File: src/rtl/ad9866_pkg.sv
// Shared types and constants for the AD9866 control-port sequencer:
// FSM states, SPI frame width and the power-up register table.
package ad9866_pkg;

  localparam int unsigned SPI_W    = 16;
  localparam int unsigned INIT_MAX = 8;

  typedef enum logic [2:0] {
    StRstHold,
    StRstWait,
    StLoad,
    StShift,
    StGap,
    StIdle
  } state_e;

  // {addr[4:0], data[7:0]}; entry 0 is the rightmost element.
  localparam logic [INIT_MAX-1:0][12:0] INIT_TBL = {
    {5'h0E, 8'h81},  // TX gain
    {5'h09, 8'h20},  // PGA control
    {5'h08, 8'h80},
    {5'h07, 8'h08},
    {5'h04, 8'h36},
    {5'h03, 8'h00},
    {5'h02, 8'h0C},
    {5'h01, 8'h54}   // RX/TX mode
  };

  function automatic logic [SPI_W-1:0] make_frame(input logic       rnw,
                                                  input logic [4:0] addr,
                                                  input logic [7:0] data);
    return {rnw, 2'b00, addr, data};
  endfunction

endpackage

File: src/rtl/ad9866_spi_ctrl_if.sv
// Command handshake between the core's control decoder and the AD9866 sequencer.
interface ad9866_spi_ctrl_if;
  logic       cmd_valid;
  logic       cmd_ready;
  logic       cmd_rnw;
  logic [4:0] cmd_addr;
  logic [7:0] cmd_data;
  logic [7:0] rd_data;
  logic       rd_valid;

  modport master (
    output cmd_valid, cmd_rnw, cmd_addr, cmd_data,
    input  cmd_ready, rd_data, rd_valid
  );

  modport slave (
    input  cmd_valid, cmd_rnw, cmd_addr, cmd_data,
    output cmd_ready, rd_data, rd_valid
  );
endinterface

File: src/rtl/ad9866_spi_shift.sv
// 16-bit SPI frame engine: drives sen_n/sclk/sdio from a start pulse and
// captures the read-back byte from sdo; done is high in the last SCLK half-period.
module ad9866_spi_shift
  import ad9866_pkg::*;
#(
  parameter int unsigned CLK_DIV = 4
) (
  input  logic             clk,
  input  logic             rst_n,
  input  logic             start,
  input  logic             rnw,
  input  logic [SPI_W-1:0] frame,
  output logic             done,
  output logic [7:0]       rd_data,
  output logic             rd_valid,
  output logic             sen_n,
  output logic             sclk,
  output logic             sdio,
  input  logic             sdo
);

  localparam int unsigned DivW = $clog2(CLK_DIV);

  logic             active_q;
  logic [DivW-1:0]  div_q;
  logic [4:0]       bit_q;
  logic [SPI_W-1:0] sr_q;
  logic [7:0]       rx_q;
  logic             rnw_q;
  logic             div_wrap, rise, fall;

  always_comb begin
    div_wrap = (div_q == DivW'(CLK_DIV - 1));
    rise     = active_q && !sclk && div_wrap;
    fall     = active_q && sclk && div_wrap;
    done     = fall && (bit_q == 5'(SPI_W - 1));
  end

  always_ff @(posedge clk) begin
    if (!rst_n) begin
      active_q <= 1'b0;
      div_q    <= '0;
      bit_q    <= '0;
      sr_q     <= '0;
      rx_q     <= '0;
      rnw_q    <= 1'b0;
      sen_n    <= 1'b1;
      sclk     <= 1'b0;
      sdio     <= 1'b0;
      rd_data  <= '0;
      rd_valid <= 1'b0;
    end else begin
      rd_valid <= 1'b0;
      if (start) begin
        active_q <= 1'b1;
        div_q    <= '0;
        bit_q    <= '0;
        sr_q     <= frame;
        rnw_q    <= rnw;
        sen_n    <= 1'b0;
        sclk     <= 1'b0;
        sdio     <= frame[SPI_W-1];
      end else if (active_q) begin
        div_q <= div_wrap ? '0 : div_q + 1'b1;
        if (div_wrap) sclk <= ~sclk;
        // Only the data-phase rising edges carry the codec's reply.
        if (rise && rnw_q && (bit_q >= 5'd8)) rx_q <= {rx_q[6:0], sdo};
        if (fall) begin
          bit_q <= bit_q + 1'b1;
          sr_q  <= {sr_q[SPI_W-2:0], 1'b0};
          sdio  <= sr_q[SPI_W-2];
        end
        if (done) begin
          active_q <= 1'b0;
          sen_n    <= 1'b1;
          sdio     <= 1'b0;
          if (rnw_q) begin
            rd_data  <= rx_q;
            rd_valid <= 1'b1;
          end
        end
      end
    end
  end

endmodule

File: src/rtl/ad9866_spi_ctrl.sv
// AD9866 control-port sequencer: codec reset, power-up table writes, then
// single-register write/read commands from the core over a valid/ready handshake.
module ad9866_spi_ctrl
  import ad9866_pkg::*;
#(
  parameter int unsigned CLK_DIV = 4,
  parameter int unsigned RST_CYC = 64,
  parameter int unsigned INIT_N  = 8
) (
  input  logic               clk,
  input  logic               rst_n,
  ad9866_spi_ctrl_if.slave   cmd,
  output logic               init_done,
  output logic               busy,
  output logic               ad9866_rst_n,
  output logic               ad9866_sen_n,
  output logic               ad9866_sclk,
  output logic               ad9866_sdio,
  input  logic               ad9866_sdo
);

  localparam int unsigned CntMax = (RST_CYC > 2 * CLK_DIV) ? RST_CYC : 2 * CLK_DIV;
  localparam int unsigned CntW   = $clog2(CntMax);
  localparam int unsigned IdxW   = $clog2(INIT_N + 1);
  localparam int unsigned TblW   = $clog2(INIT_MAX);

  state_e           state_q, state_d;
  logic [CntW-1:0]  cnt_q, cnt_d;
  logic [IdxW-1:0]  idx_q, idx_d;
  logic             done_q, done_d;
  logic             rnw_q, rnw_d;
  logic [4:0]       addr_q, addr_d;
  logic [7:0]       data_q, data_d;
  logic             rst_pin_q;
  logic             start, shift_done, ready;
  logic [12:0]      tbl_word;
  logic [SPI_W-1:0] frame;
  logic [7:0]       rd_data;
  logic             rd_valid;

  always_comb begin
    state_d  = state_q;
    cnt_d    = cnt_q;
    idx_d    = idx_q;
    done_d   = done_q;
    rnw_d    = rnw_q;
    addr_d   = addr_q;
    data_d   = data_q;
    start    = 1'b0;
    ready    = 1'b0;
    tbl_word = INIT_TBL[TblW'(idx_q)];
    frame    = done_q ? make_frame(rnw_q, addr_q, data_q)
                      : make_frame(1'b0, tbl_word[12:8], tbl_word[7:0]);
    unique case (state_q)
      StRstHold: begin
        if (cnt_q == CntW'(RST_CYC - 1)) begin
          cnt_d   = '0;
          state_d = StRstWait;
        end else begin
          cnt_d = cnt_q + 1'b1;
        end
      end
      StRstWait: begin
        if (cnt_q == CntW'(RST_CYC - 1)) begin
          cnt_d   = '0;
          idx_d   = '0;
          state_d = StLoad;
        end else begin
          cnt_d = cnt_q + 1'b1;
        end
      end
      StLoad: begin
        start   = 1'b1;
        if (!done_q) idx_d = idx_q + 1'b1;
        state_d = StShift;
      end
      StShift: begin
        if (shift_done) begin
          cnt_d   = '0;
          state_d = StGap;
        end
      end
      StGap: begin
        if (cnt_q == CntW'(2 * CLK_DIV - 1)) begin
          cnt_d = '0;
          if (done_q) begin
            state_d = StIdle;
          end else if (idx_q < IdxW'(INIT_N)) begin
            state_d = StLoad;
          end else begin
            done_d  = 1'b1;
            state_d = StIdle;
          end
        end else begin
          cnt_d = cnt_q + 1'b1;
        end
      end
      StIdle: begin
        ready = 1'b1;
        // Latch now so the core may change addr/data right after acceptance.
        if (cmd.cmd_valid) begin
          rnw_d   = cmd.cmd_rnw;
          addr_d  = cmd.cmd_addr;
          data_d  = cmd.cmd_data;
          state_d = StLoad;
        end
      end
      default: state_d = StRstHold;
    endcase
  end

  always_ff @(posedge clk) begin
    if (!rst_n) begin
      state_q   <= StRstHold;
      cnt_q     <= '0;
      idx_q     <= '0;
      done_q    <= 1'b0;
      rnw_q     <= 1'b0;
      addr_q    <= '0;
      data_q    <= '0;
      rst_pin_q <= 1'b0;
    end else begin
      state_q   <= state_d;
      cnt_q     <= cnt_d;
      idx_q     <= idx_d;
      done_q    <= done_d;
      rnw_q     <= rnw_d;
      addr_q    <= addr_d;
      data_q    <= data_d;
      rst_pin_q <= (state_d != StRstHold);
    end
  end

  ad9866_spi_shift #(
    .CLK_DIV (CLK_DIV)
  ) u_shift (
    .clk      (clk),
    .rst_n    (rst_n),
    .start    (start),
    .rnw      (done_q ? rnw_q : 1'b0),
    .frame    (frame),
    .done     (shift_done),
    .rd_data  (rd_data),
    .rd_valid (rd_valid),
    .sen_n    (ad9866_sen_n),
    .sclk     (ad9866_sclk),
    .sdio     (ad9866_sdio),
    .sdo      (ad9866_sdo)
  );

  assign cmd.cmd_ready = ready;
  assign cmd.rd_data   = rd_data;
  assign cmd.rd_valid  = rd_valid;
  assign init_done     = done_q;
  assign busy          = (state_q != StIdle);
  assign ad9866_rst_n  = rst_pin_q;

endmodule
File: src/flat_wrapper.sv
// flat-port wrapper written by rule: the top's interface ports become plain ports
module ad9866_spi_ctrl_flat import ad9866_pkg::*;
#(
  parameter int unsigned CLK_DIV = 4,
  parameter int unsigned RST_CYC = 64,
  parameter int unsigned INIT_N  = 8
)
  (clk, rst_n, init_done, busy, ad9866_rst_n, ad9866_sen_n, ad9866_sclk, ad9866_sdio, ad9866_sdo, cmd_cmd_valid, cmd_cmd_rnw, cmd_cmd_addr, cmd_cmd_data, cmd_cmd_ready, cmd_rd_data, cmd_rd_valid);
  ad9866_spi_ctrl_if cmd_i ();
  input  logic clk;
  input  logic rst_n;
  output logic init_done;
  output logic busy;
  output logic ad9866_rst_n;
  output logic ad9866_sen_n;
  output logic ad9866_sclk;
  output logic ad9866_sdio;
  input  logic ad9866_sdo;
  input wire logic [$bits(cmd_i.cmd_valid)-1:0] cmd_cmd_valid;
  input wire logic [$bits(cmd_i.cmd_rnw)-1:0] cmd_cmd_rnw;
  input wire logic [$bits(cmd_i.cmd_addr)-1:0] cmd_cmd_addr;
  input wire logic [$bits(cmd_i.cmd_data)-1:0] cmd_cmd_data;
  output wire logic [$bits(cmd_i.cmd_ready)-1:0] cmd_cmd_ready;
  output wire logic [$bits(cmd_i.rd_data)-1:0] cmd_rd_data;
  output wire logic [$bits(cmd_i.rd_valid)-1:0] cmd_rd_valid;
  assign cmd_i.cmd_valid = cmd_cmd_valid;
  assign cmd_i.cmd_rnw = cmd_cmd_rnw;
  assign cmd_i.cmd_addr = cmd_cmd_addr;
  assign cmd_i.cmd_data = cmd_cmd_data;
  assign cmd_cmd_ready = cmd_i.cmd_ready;
  assign cmd_rd_data = cmd_i.rd_data;
  assign cmd_rd_valid = cmd_i.rd_valid;
  ad9866_spi_ctrl #(.CLK_DIV(CLK_DIV), .RST_CYC(RST_CYC), .INIT_N(INIT_N)) u_core (.clk(clk), .rst_n(rst_n), .cmd(cmd_i), .init_done(init_done), .busy(busy), .ad9866_rst_n(ad9866_rst_n), .ad9866_sen_n(ad9866_sen_n), .ad9866_sclk(ad9866_sclk), .ad9866_sdio(ad9866_sdio), .ad9866_sdo(ad9866_sdo));
endmodule
File: config.mk
export PLATFORM = sky130hd
export DESIGN_NAME = ad9866_spi_ctrl_flat
export DESIGN_NICKNAME = d
export VERILOG_FILES = /design/src/rtl/ad9866_pkg.sv /design/src/rtl/ad9866_spi_ctrl_if.sv /design/src/rtl/ad9866_spi_shift.sv /design/src/rtl/ad9866_spi_ctrl.sv /design/src/flat_wrapper.sv
export SDC_FILE = /design/constraint.sdc
export NUM_CORES = 1
export LEC_CHECK = 0
export CORE_UTILIZATION = 60
export DETAILED_ROUTE_END_ITERATION = 7
export GPL_ROUTABILITY_DRIVEN = 0
export MAX_ROUTING_LAYER = met4
export PLACE_DENSITY = 0.82
export SYNTH_ARGS = -nofsm -noshare
export SYNTH_HDL_FRONTEND = slang
export SYNTH_SLANG_ARGS = --single-unit
File: constraint.sdc
create_clock -name clk -period 5.35 [get_ports clk]
set_clock_uncertainty 0.1 [all_clocks]
set_input_delay 1.605 -clock clk [delete_from_list [all_inputs] [get_ports clk]]
set_output_delay 1.605 -clock clk [all_outputs]
set_load 0.02 [all_outputs]
==> impl_metrics.env <==
export IMPL_hold_buffers=0
export IMPL_clockBufferDepth=2
export IMPL_cts_root_buf="clkbuf_8"
export IMPL_setup_viol=0
export IMPL_ant_nets=0
export IMPL_initial_utilization_pct=62.0
export IMPL_cp_max_fo=10
export IMPL_cts_tree="built"
export IMPL_antennaDiodeCount=0
export IMPL_drtPass1Iterations=4
export IMPL_vias=2833
export IMPL_synth_area_per_cell_sq_um=8.92
export IMPL_cts_resized=0
export IMPL_fillerInstances=439
export IMPL_ys_async_sr_fraction_pct=0
export IMPL_vias_per_cell=5.54
export IMPL_status="finished clean"
export IMPL_nets=461
export IMPL_yosys_area_top_type_share_pct=46.6
export IMPL_muxShareOfSynthArea_pct=4.18
export IMPL_synthTopCellsByArea="dfxtp_1 (47%), nand2_1 (7.7%), a21boi_0 (6.8%)"
export IMPL_synthDistinctLibCells=48
export IMPL_grt_pass1_wl_um=11900
export IMPL_hold_violations=0
export IMPL_power_frac_seq_pct=54.6
export IMPL_die_y_um=80.0
export IMPL_drc_errors=0
export IMPL_cts_buffers=9
export IMPL_slew_headroom_pct=49.1
export IMPL_pin_count=34
export IMPL_min_path_type="reg -> reg"
export IMPL_synth_xor_area_share_pct=2.16
export IMPL_grt_max_degree=35
export IMPL_synth_simple_gate_area_share_pct=20.5
export IMPL_insertion_delay_ns=0.34
export IMPL_layout_common_cells="dfxtp_1 (85), nand2_1 (75), a21boi_0 (33), clkdlybuf4s50_1 (33), nor2_1 (25)"
export IMPL_fmax_mhz=272
export IMPL_yosysTopAreaCell="dfxtp_1"
export IMPL_critPathKind="reg -> out"
export IMPL_maxCapViolations=0
export IMPL_fp_dieW_um=80.0
export IMPL_rsz0062_at_grt="no"
export IMPL_cp_arrival_ns=1.97
export IMPL_drv_slew=0
export IMPL_switching_share_pct=20.1
export IMPL_areaGrowthSynthToFinish_pct=14.8
export IMPL_grt_pass1_vias=2557
export IMPL_port_buffers=33
export IMPL_crit_path_start_kind="register"
export IMPL_num_rows=28
export IMPL_ir_worst_vdd_uv=220
export IMPL_power_density_nw_per_um2=278
export IMPL_syn_inst=409
export IMPL_synth_seq_cells=85
export IMPL_worst_pin_slew_ns=0.760
export IMPL_clk_pin_slew_ns=0.08
export IMPL_cellLeakagePower_nw=1.54
export IMPL_end_kind="output port"
export IMPL_synth_compound_area_share_pct=17.8
export IMPL_power_mw=1.16
export IMPL_wl_per_cell_um=13.9
export IMPL_synth_top_family_by_area="simple AND/OR/NAND/NOR gates"
export IMPL_finalCritPeriodShare_pct=68.7
export IMPL_cts_max_level=3
export IMPL_cts_setup_buffers=0
export IMPL_layout_drive_gt1_share_pct=4.82
export IMPL_yosysSeqAreaShare_pct=46.6
export IMPL_syn_nets=439
export IMPL_synth_ff_type="dfxtp_1"
export IMPL_whs_ns=0.358
export IMPL_finalSetupTns_ns=0
export IMPL_grt_ovfl_total=0
export IMPL_drt_iter0_drc=199
export IMPL_cts_sinks=85
export IMPL_p_comb_share_pct=2.6
export IMPL_synthAdderAreaFrac_pct=4.12
export IMPL_post_route_min_period_ns=3.68
export IMPL_cp_required_ns=3.65
export IMPL_netlist_area_sq_um=3650
export IMPL_layout_commonest_cell="dfxtp_1"
export IMPL_p_int_mw=0.930
export IMPL_yosys_warnings=0
export IMPL_wirelength_um=7090
export IMPL_synth_edf_count=0
export IMPL_clkPwrFrac_pct=42.7
export IMPL_grt_usage_pct=24.7
export IMPL_power_switching_mw=0.234
export IMPL_antenna_found_initial=0
export IMPL_dieArea_sq_um=6400
export IMPL_fp_coreArea_sq_um=5890
export IMPL_dp_hpwl_um=4880
-- per-stage QoR --
stage               instances  utilization [%]  instance area (sq um)  setup WS [ns]
floorplan                 409                -                   3650           2.53
global placement          495             67.4                   3970           1.49
detailed placement        495             67.4                   3970           1.42
CTS                       511             71.2                   4190           1.66
global route              511             71.2                   4190           1.55
finish                    511             71.2                   4190           1.67
-- power groups by stage --
stage	Combinational [mW]	Clock, mW	Sequential, mW
6_report	0.0307	0.497	0.636
5_1_grt	0.0335	0.535	0.636
4_1_cts	0.0308	0.507	0.636
3_5_place_dp	0.0306	0	0.651
3_3_place_gp	0.0303	0	0.651
2_1_floorplan	0.0144	0	0.650
-- metal layers --
layer	GRT usage, %	share of wire, %	vias up
li1	-	-	1444
met1	31.5	47	1317
met2	39.3	49	63
met3	4.46	3.3	9
met4	8.75	1.0	0
met5	-	0	-
-- area by class of cell --
cell class	instances	area [sq um]	share of cell area, %
clock inverters	5	82.6	1.97
multi-input cells	287	1780	42.5
inverters	14	52.6	1.25
flip-flops and latches	85	1700	40.6
well taps	75	93.8	2.24
repair buffers	34	338	8.06
clock buffers	11	141	3.37
-- registers in the layout, indices dropped and copies added, names as in the netlist, 2 cells and up --
name / cells
u_core.state_q: 3
u_core.u_shift.rx_q: 8
u_core.u_shift.sr_q: 15
u_core.data_q: 8
u_core.u_shift.bit_q: 5
u_core.addr_q: 5
u_core.cnt_q: 6
u_core.u_shift.rd_data: 8
u_core.u_shift.div_q: 2
u_core.tbl_word: 12
u_core.idx_q: 4
-- worst paths after layout --
path	start	to	slack, ns	depth (start not counted)
max	u_core.state_q[0]$_SDFF_PN0_	cmd_cmd_ready	1.67	4
min	u_core.u_shift.sr_q[12]$_SDFFE_PN0P_	u_core.u_shift.sr_q[13]$_SDFFE_PN0P_	0.36	2
max reg2reg	u_core.state_q[1]$_SDFF_PN0_	u_core.tbl_word[3]$_DFF_P_	2.64	6
min reg2reg	u_core.u_shift.sr_q[12]$_SDFFE_PN0P_	u_core.u_shift.sr_q[13]$_SDFFE_PN0P_	0.36	2
-- cell usage after synthesis, types with 2 or more instances --
cell / count
nand2b_1: 2
xor2_1: 6
buf_4: 4
mux2i_1: 13
a211oi_1: 2
buf_2: 4
xnor2_1: 3
a22oi_1: 20
or3_1: 2
nor3b_1: 2
a21boi_0: 33
nand4_1: 3
dfxtp_1: 85
o21ai_0: 7
nand2_1: 75
a31oi_1: 3
or4_1: 2
nor4_1: 2
o31ai_1: 3
nor3_1: 2
inv_1: 13
and2_1: 9
ha_1: 12
nor2_1: 25
clkbuf_1: 13
and3_1: 6
a21oi_1: 17
nor2b_1: 13
nand3_1: 9
-- critical path, stage by stage (launching register included) --
cell	delay [ns]
dfxtp_1	0.55
nor2b_1	0.29
nand2_1	0.12
inv_1	0.08
clkdlybuf4s50_1	0.59
-- kinds of logic (layout without fill, tap and decap cells) --
family	after synthesis	after routing
xor+xnor	9	9
mux	15	15
compound gates	94	94
fa+ha+maj	12	12
flops	85	85
buf+inv	37	64
simple gates	157	157
Power figures use the tool's default switching activity.
